`config.mk`:
```
export PLATFORM = sky130hd
export DESIGN_NAME = pay_accumulator_flat
export DESIGN_NICKNAME = d
export VERILOG_FILES = /design/src/rtl/pay_if.sv /design/src/rtl/pay_accumulator.sv /design/src/flat_wrapper.sv
export SDC_FILE = /design/constraint.sdc
export NUM_CORES = 1
export LEC_CHECK = 0
export CAP_MARGIN = 20
export CORE_AREA = 2 2 93 95
export CTS_CLUSTER_DIAMETER = 50
export DETAILED_ROUTE_END_ITERATION = 7
export DIE_AREA = 0 0 95 97
export DONT_BUFFER_PORTS = 1
export GPL_TIMING_DRIVEN = 0
export HOLD_SLACK_MARGIN = 0.03
export SLEW_MARGIN = 20
export SYNTH_ARGS = -nofsm -noshare
export SYNTH_HDL_FRONTEND = slang
export SYNTH_SLANG_ARGS = --single-unit
```
`constraint.sdc`:
```
create_clock -name clk -period 4 [get_ports clk]
set_input_delay 0.4 -clock clk [delete_from_list [all_inputs] [get_ports clk]]
set_output_delay 0.4 -clock clk [all_outputs]
set_load 0.02 [all_outputs]
```
`src/rtl/pay_if.sv`:
```
// Payment-session bus between the coin/keyboard decoder and the accumulator.
// The decoder side drives requests; the accumulator returns totals and status.
interface pay_if #(
  parameter int AMT_W = 8,
  parameter int KEY_W = 3
);
  logic             enterpay;
  logic [AMT_W-1:0] price;
  logic             coin_valid;
  logic [KEY_W-1:0] coin_code;
  logic             cancel;
  logic [AMT_W-1:0] paid;
  logic [AMT_W-1:0] change;
  logic             busy;
  logic             done;
  logic             refund;
  logic             coin_rej;
  logic [1:0]       state;

  modport master (
    output enterpay, price, coin_valid, coin_code, cancel,
    input  paid, change, busy, done, refund, coin_rej, state
  );

  modport slave (
    input  enterpay, price, coin_valid, coin_code, cancel,
    output paid, change, busy, done, refund, coin_rej, state
  );
endinterface

```
`src/rtl/pay_accumulator.sv`:
```
// Payment-session controller: latches a price, accumulates coins into a running
// total and ends in DONE (with change) or REFUND (cancel, withdrawal, idle timeout).
module pay_accumulator #(
  parameter int AMT_W       = 8,
  parameter int KEY_W       = 3,
  parameter int TIMEOUT_CYC = 500_000_000
) (
  input logic  clk,
  input logic  rst,
  pay_if.slave io
);
  localparam int               TMR_W    = $clog2(TIMEOUT_CYC) + 1;
  localparam logic [TMR_W-1:0] TMR_LAST = TMR_W'(TIMEOUT_CYC - 1);
  localparam logic [32:0]      AMT_MAX  = (33'd1 << AMT_W) - 33'd1;

  typedef enum logic [1:0] {IDLE = 2'd0, PAY = 2'd1, DONE = 2'd2, REFUND = 2'd3} state_t;

  // Zero marks an invalid code; wide result so oversized values fail the fit test.
  function automatic logic [32:0] denom(input logic [KEY_W-1:0] code);
    case (32'(code))
      1:       return 33'd1;
      2:       return 33'd2;
      3:       return 33'd5;
      4:       return 33'd10;
      5:       return 33'd20;
      6:       return 33'd50;
      7:       return 33'd100;
      default: return 33'd0;
    endcase
  endfunction

  state_t           st;
  logic [AMT_W-1:0] price_q, paid_q, change_q;
  logic [TMR_W-1:0] timer;
  logic             busy_q, done_q, refund_q, rej_q;

  logic [32:0]      coin_val, sum;
  logic             accept, timeout;
  logic [AMT_W-1:0] paid_nxt;

  always_comb begin
    coin_val = denom(io.coin_code);
    sum      = 33'(paid_q) + coin_val;
    accept   = (st == PAY) && io.coin_valid && (coin_val != 33'd0) && (sum <= AMT_MAX);
    paid_nxt = accept ? sum[AMT_W-1:0] : paid_q;
    timeout  = !accept && (timer >= TMR_LAST);
  end

  always_ff @(posedge clk) begin
    if (rst) begin
      st       <= IDLE;
      price_q  <= '0;
      paid_q   <= '0;
      change_q <= '0;
      timer    <= '0;
      busy_q   <= 1'b0;
      done_q   <= 1'b0;
      refund_q <= 1'b0;
      rej_q    <= 1'b0;
    end else begin
      done_q   <= 1'b0;
      refund_q <= 1'b0;
      rej_q    <= io.coin_valid && !accept;
      case (st)
        IDLE: if (io.enterpay) begin
          st       <= PAY;
          busy_q   <= 1'b1;
          price_q  <= io.price;
          paid_q   <= '0;
          change_q <= '0;
          timer    <= '0;
        end
        PAY: begin
          paid_q <= paid_nxt;
          if (accept)                     timer <= '0;
          else if (timer != {TMR_W{1'b1}}) timer <= timer + 1'b1;
          // Abort wins over completion; a coin landing this cycle is still refunded.
          if (io.cancel || !io.enterpay || timeout) begin
            st       <= REFUND;
            busy_q   <= 1'b0;
            change_q <= paid_nxt;
            refund_q <= 1'b1;
          end else if (paid_nxt >= price_q) begin
            st       <= DONE;
            busy_q   <= 1'b0;
            change_q <= paid_nxt - price_q;
            done_q   <= 1'b1;
          end
        end
        DONE, REFUND: if (!io.enterpay) st <= IDLE;
      endcase
    end
  end

  assign io.paid     = paid_q;
  assign io.change   = change_q;
  assign io.busy     = busy_q;
  assign io.done     = done_q;
  assign io.refund   = refund_q;
  assign io.coin_rej = rej_q;
  assign io.state    = st;
endmodule

```
`src/flat_wrapper.sv`:
```
// flat-port wrapper written by rule: the top's interface ports become plain ports
module pay_accumulator_flat 
#(
  parameter int AMT_W       = 8,
  parameter int KEY_W       = 3,
  parameter int TIMEOUT_CYC = 500_000_000
)
  (clk, rst, io_enterpay, io_price, io_coin_valid, io_coin_code, io_cancel, io_paid, io_change, io_busy, io_done, io_refund, io_coin_rej, io_state);
  pay_if #(.AMT_W(AMT_W), .KEY_W(KEY_W)) io_i ();
  input logic clk;
  input logic rst;
  input wire logic [$bits(io_i.enterpay)-1:0] io_enterpay;
  input wire logic [$bits(io_i.price)-1:0] io_price;
  input wire logic [$bits(io_i.coin_valid)-1:0] io_coin_valid;
  input wire logic [$bits(io_i.coin_code)-1:0] io_coin_code;
  input wire logic [$bits(io_i.cancel)-1:0] io_cancel;
  output wire logic [$bits(io_i.paid)-1:0] io_paid;
  output wire logic [$bits(io_i.change)-1:0] io_change;
  output wire logic [$bits(io_i.busy)-1:0] io_busy;
  output wire logic [$bits(io_i.done)-1:0] io_done;
  output wire logic [$bits(io_i.refund)-1:0] io_refund;
  output wire logic [$bits(io_i.coin_rej)-1:0] io_coin_rej;
  output wire logic [$bits(io_i.state)-1:0] io_state;
  assign io_i.enterpay = io_enterpay;
  assign io_i.price = io_price;
  assign io_i.coin_valid = io_coin_valid;
  assign io_i.coin_code = io_coin_code;
  assign io_i.cancel = io_cancel;
  assign io_paid = io_i.paid;
  assign io_change = io_i.change;
  assign io_busy = io_i.busy;
  assign io_done = io_i.done;
  assign io_refund = io_i.refund;
  assign io_coin_rej = io_i.coin_rej;
  assign io_state = io_i.state;
  pay_accumulator #(.AMT_W(AMT_W), .KEY_W(KEY_W), .TIMEOUT_CYC(TIMEOUT_CYC)) u_core (.clk(clk), .rst(rst), .io(io_i));
endmodule
```
==> flow_metrics.tcl, run 1 <==
set metrics [dict create \
    area_growth_pct 17.9 \
    ir_worst_vdd_v 0.000241 \
    multi_input_area_um2 2480 \
    relSlewSlack_pct 48.6 \
    postRouteAntennaNets 0 \
    avgViaCountPerCell 5.85 \
    routed_wl_mm 9.63 \
    cp.arrival_ns 4.10 \
    grt_pass1_vias 3200 \
    fin_skew_ns 0.0101 \
    p_leak_nw 1.53 \
    synth_cell_types 55 \
    synth_edf_count 0 \
    finalSetupViolations 0 \
    synth-seq-cells 60 \
    max_freq_mhz 258 \
    routedWlPerCell_um 16.6 \
    maxSlewViolCount 0 \
    syn_area_per_cell_um2 8.08 \
    ys_seq_area_share_pct 33.2 \
    via_count 3401 \
    final-hold-violation-count 0 \
    syn_area_um2 3620 \
    internal-power_mw 1.07 \
    critPathCaptureType "flop" \
    drc 0 \
    cts_htree_levels 3 \
    grt_max_degree 12 \
    path_max_fanout 6 \
    core_um2 8130 \
    clock_path_buffers 2 \
    cts-root-buf "clkbuf_8" \
    synth_top_area_cell "dfxtp_1" \
    hold_buffers 0 \
    start_kind "flop" \
    start_util_pct 44.5 \
    tns_ns 0 \
    dp_hpwl_mm 6.91 \
    cts_tree "done" \
    fin_area_um2 4270 \
    placed_cells 553 \
    seq_area_um2 1210 \
    die_h_um 97 \
    power.share.clock_pct 37.3 \
    pwr-share-comb_pct 21.7 \
    synthTopCellsByArea "dfxtp_1, nor2_1, ha_1, a21oi_1, xnor2_1" \
    dr.pass1.iters 4 \
    tightestPinTransition_ns 0.769 \
    grt_pass1_wl_mm 16.0 \
    antenna_found_initial 0 \
    switching_share_pct 31.2 \
    io_buffers 0 \
    die_area_um2 9220 \
    fin_nets 505 \
    antenna-diode-count 0 \
    power_density_nw_per_um2 365 \
    fin_util_pct 52.5 \
    gp_congestion 0.894 \
    pwr-share-seq_pct 41.0 \
    die_w_um 95 \
    fin_cells 581 \
    track_usage_pct 21.7 \
    period_needed_ns 3.87 \
    clkSinkCount 60 \
    period_share_pct 96.7 \
    synthArstFlopShare_pct 0 \
    fillers 766 \
    synth_nets 482 \
    synth_cells 448 \
    p_sw_mw 0.487 \
    drtIter0Drc 174 \
    cp_data_required_time_ns 4.23 \
    cts-buffers-inserted 9 \
    clock_latency_ns 0.34 \
    grt-ovfl-total 0 \
    drv_cap 0 \
    placed_cell_area_um2 3780 \
    status "complete, no violations" \
    critical_path_class "reg -> reg" \
    hold_class "in -> reg" \
    yosysWarnings 0 \
    yosysTopAreaCellShare_pct 33.2 \
    clk_pin_slew_ns 0.08 \
    placementRows 33 \
    drive_gt1_share_pct 15.1 \
    ioPinCount 38 \
    synthFlopType "dfxtp_1" \
]
-- state kept, by name (all words and copies together), names as in the netlist --
signal,cells
u_core.io.change,8
u_core.timer,30
u_core.io.coin_rej,1
u_core.io.refund,1
u_core.io.busy,1
u_core.io.state,2
u_core.price_q,8
u_core.io.paid,8
u_core.io.done,1
-- synth_stat cells, drive strengths merged, types with 2 or more instances --
cell type / instances
a21oi: 33
nand3: 19
a21o: 7
buf: 4
or4: 8
ha: 16
o21ai: 24
o221ai: 2
nand3b: 4
nand2b: 9
nor3b: 3
and3: 5
and2: 6
or3: 7
fa: 2
o21a: 4
a31oi: 2
o311ai: 2
nor3: 9
clkbuf: 10
nor4b: 2
nor4: 11
o31ai: 5
a211oi: 4
xnor2: 18
nand4: 10
nor2: 56
xor2: 5
o2111ai: 2
nand2: 32
a22o: 6
inv: 22
nor2b: 7
and4: 2
a221o: 2
mux2i: 14
or2: 4
dfxtp: 60
-- critical path, stage by stage, from the launching register on --
cell and delay (ns):
dfxtp_4 0.43, ha_4 0.16, inv_1 0.05, fa_2 0.38, nor2b_4 0.17, o2111ai_4 0.14
a21oi_4 0.19, nor2_4 0.10, buf_4 0.14, mux2i_1 0.23, inv_1 0.09, ha_1 0.39
nand2b_4 0.09, a21oi_4 0.17, o22ai_4 0.12, a21oi_4 0.20, nor2_1 0.08, a21o_1 0.24
a221o_1 0.37
-- layout make-up --
type,count,share of cell area [%]
Clock inverter,5,1.38
Sequential cell,60,28.4
Clock buffer,11,3.55
Tap cell,105,3.08
Buffer,14,1.41
Inverter,22,1.93
Timing Repair Buffer,12,2.20
Multi-Input combinational cell,352,58.0
-- routing by layer --
| metal | up-vias | GRT usage, % | part of all wire (%) |
|---|---|---|---|
| li1 | 1679 | - | - |
| met1 | 1609 | 30.3 | 46 |
| met2 | 94 | 32.6 | 45 |
| met3 | 19 | 5.14 | 7.2 |
| met4 | 0 | 7.25 | 1.7 |
| met5 | - | 0 | 0 |
-- power by group through the flow --
stage | logic (mW) | clock network (mW) | registers, mW
floorplan | 0.220 | 0 | 0.650
global placement | 0.282 | 0 | 0.655
detailed placement | 0.285 | 0 | 0.655
CTS | 0.310 | 0.593 | 0.640
global route | 0.370 | 0.623 | 0.642
finish | 0.338 | 0.582 | 0.640
-- cells in the final DEF, fill, tap and decap left out, types with 5 or more instances in the layout --
cell type / instances
a21oi_1: 28
clkbuf_8: 11
nand2_1: 32
and3_1: 5
or4_1: 8
o31ai_1: 5
nand2b_1: 8
a21o_1: 6
mux2i_1: 9
xor2_1: 5
nand4_1: 9
nor4_1: 11
buf_4: 12
nand3_1: 19
a22o_1: 6
o21ai_0: 20
clkbuf_1: 10
nor2_1: 55
dfxtp_1: 54
mux2i_4: 5
ha_1: 10
and2_1: 6
xnor2_1: 18
nor3_1: 8
or3_1: 7
nor2b_1: 6
inv_1: 22
-- per-stage QoR --
step	hold slack [ns]	total power, mW	worst slack [ns]
6_report	0.195	1.56	0.131
5_1_grt	0.198	1.64	-0.0239
4_1_cts	0.186	1.54	0.00289
3_5_place_dp	0.483	0.940	-0.666
3_3_place_gp	0.479	0.936	-0.647
2_1_floorplan	0.453	0.871	0.00426
-- cells by family after synthesis --
kind of cell | share of synthesized area [%]
compound gates | 18.7
xor+xnor | 5.57
simple gates | 28.1
flops | 33.2
buf+inv | 3.94
fa+ha+maj | 6.64
mux | 3.87
-- worst paths after layout --
path / start / slack (ns) / cells after the start / to
worst max-delay path: u_core.io.paid[0] / 0.13 / 18 / u_core.io.change[7]
worst min-delay path: io_price[7] / 0.19 / 2 / u_core.price_q[7]
worst max register to register: u_core.io.paid[0] / 0.13 / 18 / u_core.io.change[7]
worst min register to register: u_core.timer[1] / 0.50 / 2 / u_core.timer[1]
-- repair_timing --
action	CTS	global route
setup endpoints to repair	11	9
buffers inserted	6	6
pin swaps	3	6
gates resized for setup	10	28
No activity file was read; power rests on OpenSTA's default activity.
==> run 2, diff against run 1 <==
--- a/config.mk
+++ b/config.mk
@@ -12,7 +12,6 @@
 export DIE_AREA = 0 0 95 97
 export DONT_BUFFER_PORTS = 1
 export GPL_TIMING_DRIVEN = 0
-export HOLD_SLACK_MARGIN = 0.03
 export SLEW_MARGIN = 20
 export SYNTH_ARGS = -nofsm -noshare
 export SYNTH_HDL_FRONTEND = slang
==> results of run 2 <==
Final layout, timing and power as in run 1 (identical DEF).
==> run 3, diff against run 2 <==
--- a/config.mk
+++ b/config.mk
@@ -11,7 +11,6 @@
 export DETAILED_ROUTE_END_ITERATION = 7
 export DIE_AREA = 0 0 95 97
 export DONT_BUFFER_PORTS = 1
-export GPL_TIMING_DRIVEN = 0
 export SLEW_MARGIN = 20
 export SYNTH_ARGS = -nofsm -noshare
 export SYNTH_HDL_FRONTEND = slang
==> run 3 against run 2 <==
Sequential power fell by 0.9%; sequential share of layout area rose by 1.2 points; critical endpoint unchanged; global-route usage fell by 0.96 points.
==> flow_metrics.tcl, run 3 (synthesis gave the netlist of run 1 again) <==
set metrics [dict create \
    status "complete, no violations" \
    final_common_cell "dfxtp_1" \
    top_register "u_core.timer" \
    path_max_fanout 7 \
    wl_met3_um 621 \
    crit_buf_inv 4 \
    max_freq_mhz 261 \
    cts-root-buf "clkbuf_8" \
    maxSlewViolCount 0 \
    drv_cap 0 \
    start_kind "flop" \
    min_path_cells 1 \
    gp_congestion 0.919 \
    switching_share_pct 30.1 \
    postRouteAntennaNets 0 \
    via_count 3315 \
    track_usage_pct 20.7 \
    grt_pass1_wl_mm 15.2 \
    die_area_um2 9220 \
    relSlewSlack_pct 33.0 \
    layout_common_cells "dfxtp_1, nor2_1, nand2_1, a21oi_1, inv_1" \
    tns_ns 0 \
    placementRows 33 \
    period_share_pct 95.6 \
    p_leak_nw 1.51 \
    timing.final.ws_setup_ns 0.176 \
    placed_cell_area_um2 3860 \
    clock_path_buffers 2 \
    pwr-share-seq_pct 44.3 \
    cp_data_required_time_ns 4.23 \
    area_growth_pct 12.0 \
    seq_area_um2 1200 \
    drtIter0Drc 200 \
    critical_path_class "reg -> reg" \
    critPathCaptureType "flop" \
    start_util_pct 44.5 \
    routedWlPerCell_um 16.1 \
    die_h_um 97 \
    antenna-diode-count 0 \
    routed_wl_mm 9.23 \
    worstRegToRegCells 17 \
    hold_class "in -> reg" \
    grt_max_degree 20 \
    power_density_nw_per_um2 353 \
    cpLargestDelayFamily "compound AO/OA/AOI/OAI gates" \
    avgViaCountPerCell 5.80 \
    fillers 800 \
    dp_hpwl_mm 6.94 \
    power.share.clock_pct 34.4 \
    top_layer_used "met4" \
    drc 0 \
    final-hold-violation-count 0 \
    ir_worst_vdd_v 0.000188 \
    clkSinkCount 60 \
    grt_pass1_vias 3004 \
    pwr-share-comb_pct 21.3 \
    fin_area_um2 4050 \
    grt-ovfl-total 0 \
    internal-power_mw 1.00 \
    fin_nets 498 \
    largest_reg_flops 30 \
    crit_slowest_cell "fa_2" \
    path_cells "ha_1, inv_1, fa_2, nor2b_2, o2111ai_2, a21oi_2, nor2_4, buf_4, mux2i_1, inv_1, ha_1, or2_2, a21oi_1, a21oi_2, buf_4, and4_1, a221o_1" \
    clock_latency_ns 0.33 \
    antenna_found_initial 0 \
    multi_input_area_um2 2320 \
    p_sw_mw 0.431 \
    ioPinCount 38 \
    dr.pass1.iters 4 \
    io_buffers 0 \
    cp.depth 17 \
    drt-met1-wl_mm 4.53 \
    fin_skew_ns 0.00975 \
    clk_pin_slew_ns 0.07 \
    cts_tree "done" \
    dp_slack_ns -0.000927 \
    cts-buffers-inserted 9 \
    cts_htree_levels 3 \
    wl_met2_mm 3.96 \
    core_um2 8130 \
    finalSetupViolations 0 \
    tightestPinTransition_ns 0.998 \
    drive_gt1_share_pct 11.8 \
    total_power_mw 1.43 \
    die_w_um 95 \
    cp.arrival_ns 4.05 \
    period_needed_ns 3.82 \
    cp_slowest_stage_delay_ns 0.36 \
]
==> run 3: layout make-up <==
class,count,share of cell area [%]
Sequential cell,60,29.6
Clock inverter,2,0.247
Clock buffer,12,4.08
Timing Repair Buffer,19,3.52
Multi-Input combinational cell,352,57.2
Tap cell,105,3.24
Inverter,22,2.04
==> run 3: routing by layer <==
| layer | global-route usage [%] | vias to the layer above |
|---|---|---|
| li1 | - | 1652 |
| met2 | 30.4 | 106 |
| met4 | 5.13 | 0 |
| met5 | 0 | - |
| met1 | 30.7 | 1548 |
| met3 | 4.52 | 9 |
==> run 3: metrics by stage <==
step	instances	hold WS [ns]	util [%]
final	572	0.128	49.8
after global routing	572	0.117	49.8
after CTS	571	0.119	49.6
after detailed placement	557	0.476	47.5
after global placement	557	0.474	47.5
after floorplan	448	0.453	-
==> run 3: worst paths after layout <==
path / slack (ns) / start / end
worst max-delay path: 0.18 / u_core.io.paid[0] / u_core.io.change[7]
worst min register to register: 0.49 / u_core.timer[1] / u_core.timer[1]
worst min-delay path: 0.13 / rst / u_core.price_q[1]
worst max register to register: 0.18 / u_core.io.paid[0] / u_core.io.change[7]
==> run 3: power by group through the flow <==
stage / clock network [mW] / logic (mW) / registers (mW)
6_report: 0.493 / 0.305 / 0.634
2_1_floorplan: 0 / 0.220 / 0.650
3_5_place_dp: 0 / 0.301 / 0.648
4_1_cts: 0.507 / 0.302 / 0.634
3_3_place_gp: 0 / 0.301 / 0.647
5_1_grt: 0.533 / 0.337 / 0.635
==> run 3: repair_timing <==
item / 4_1_cts / 5_1_grt
setup buffers: 0 / 1
hold buffers: 0 / 0
hold endpoints to repair: 0 / 0
endpoints found under the setup margin: 0 / 3
resized for setup: 0 / 2
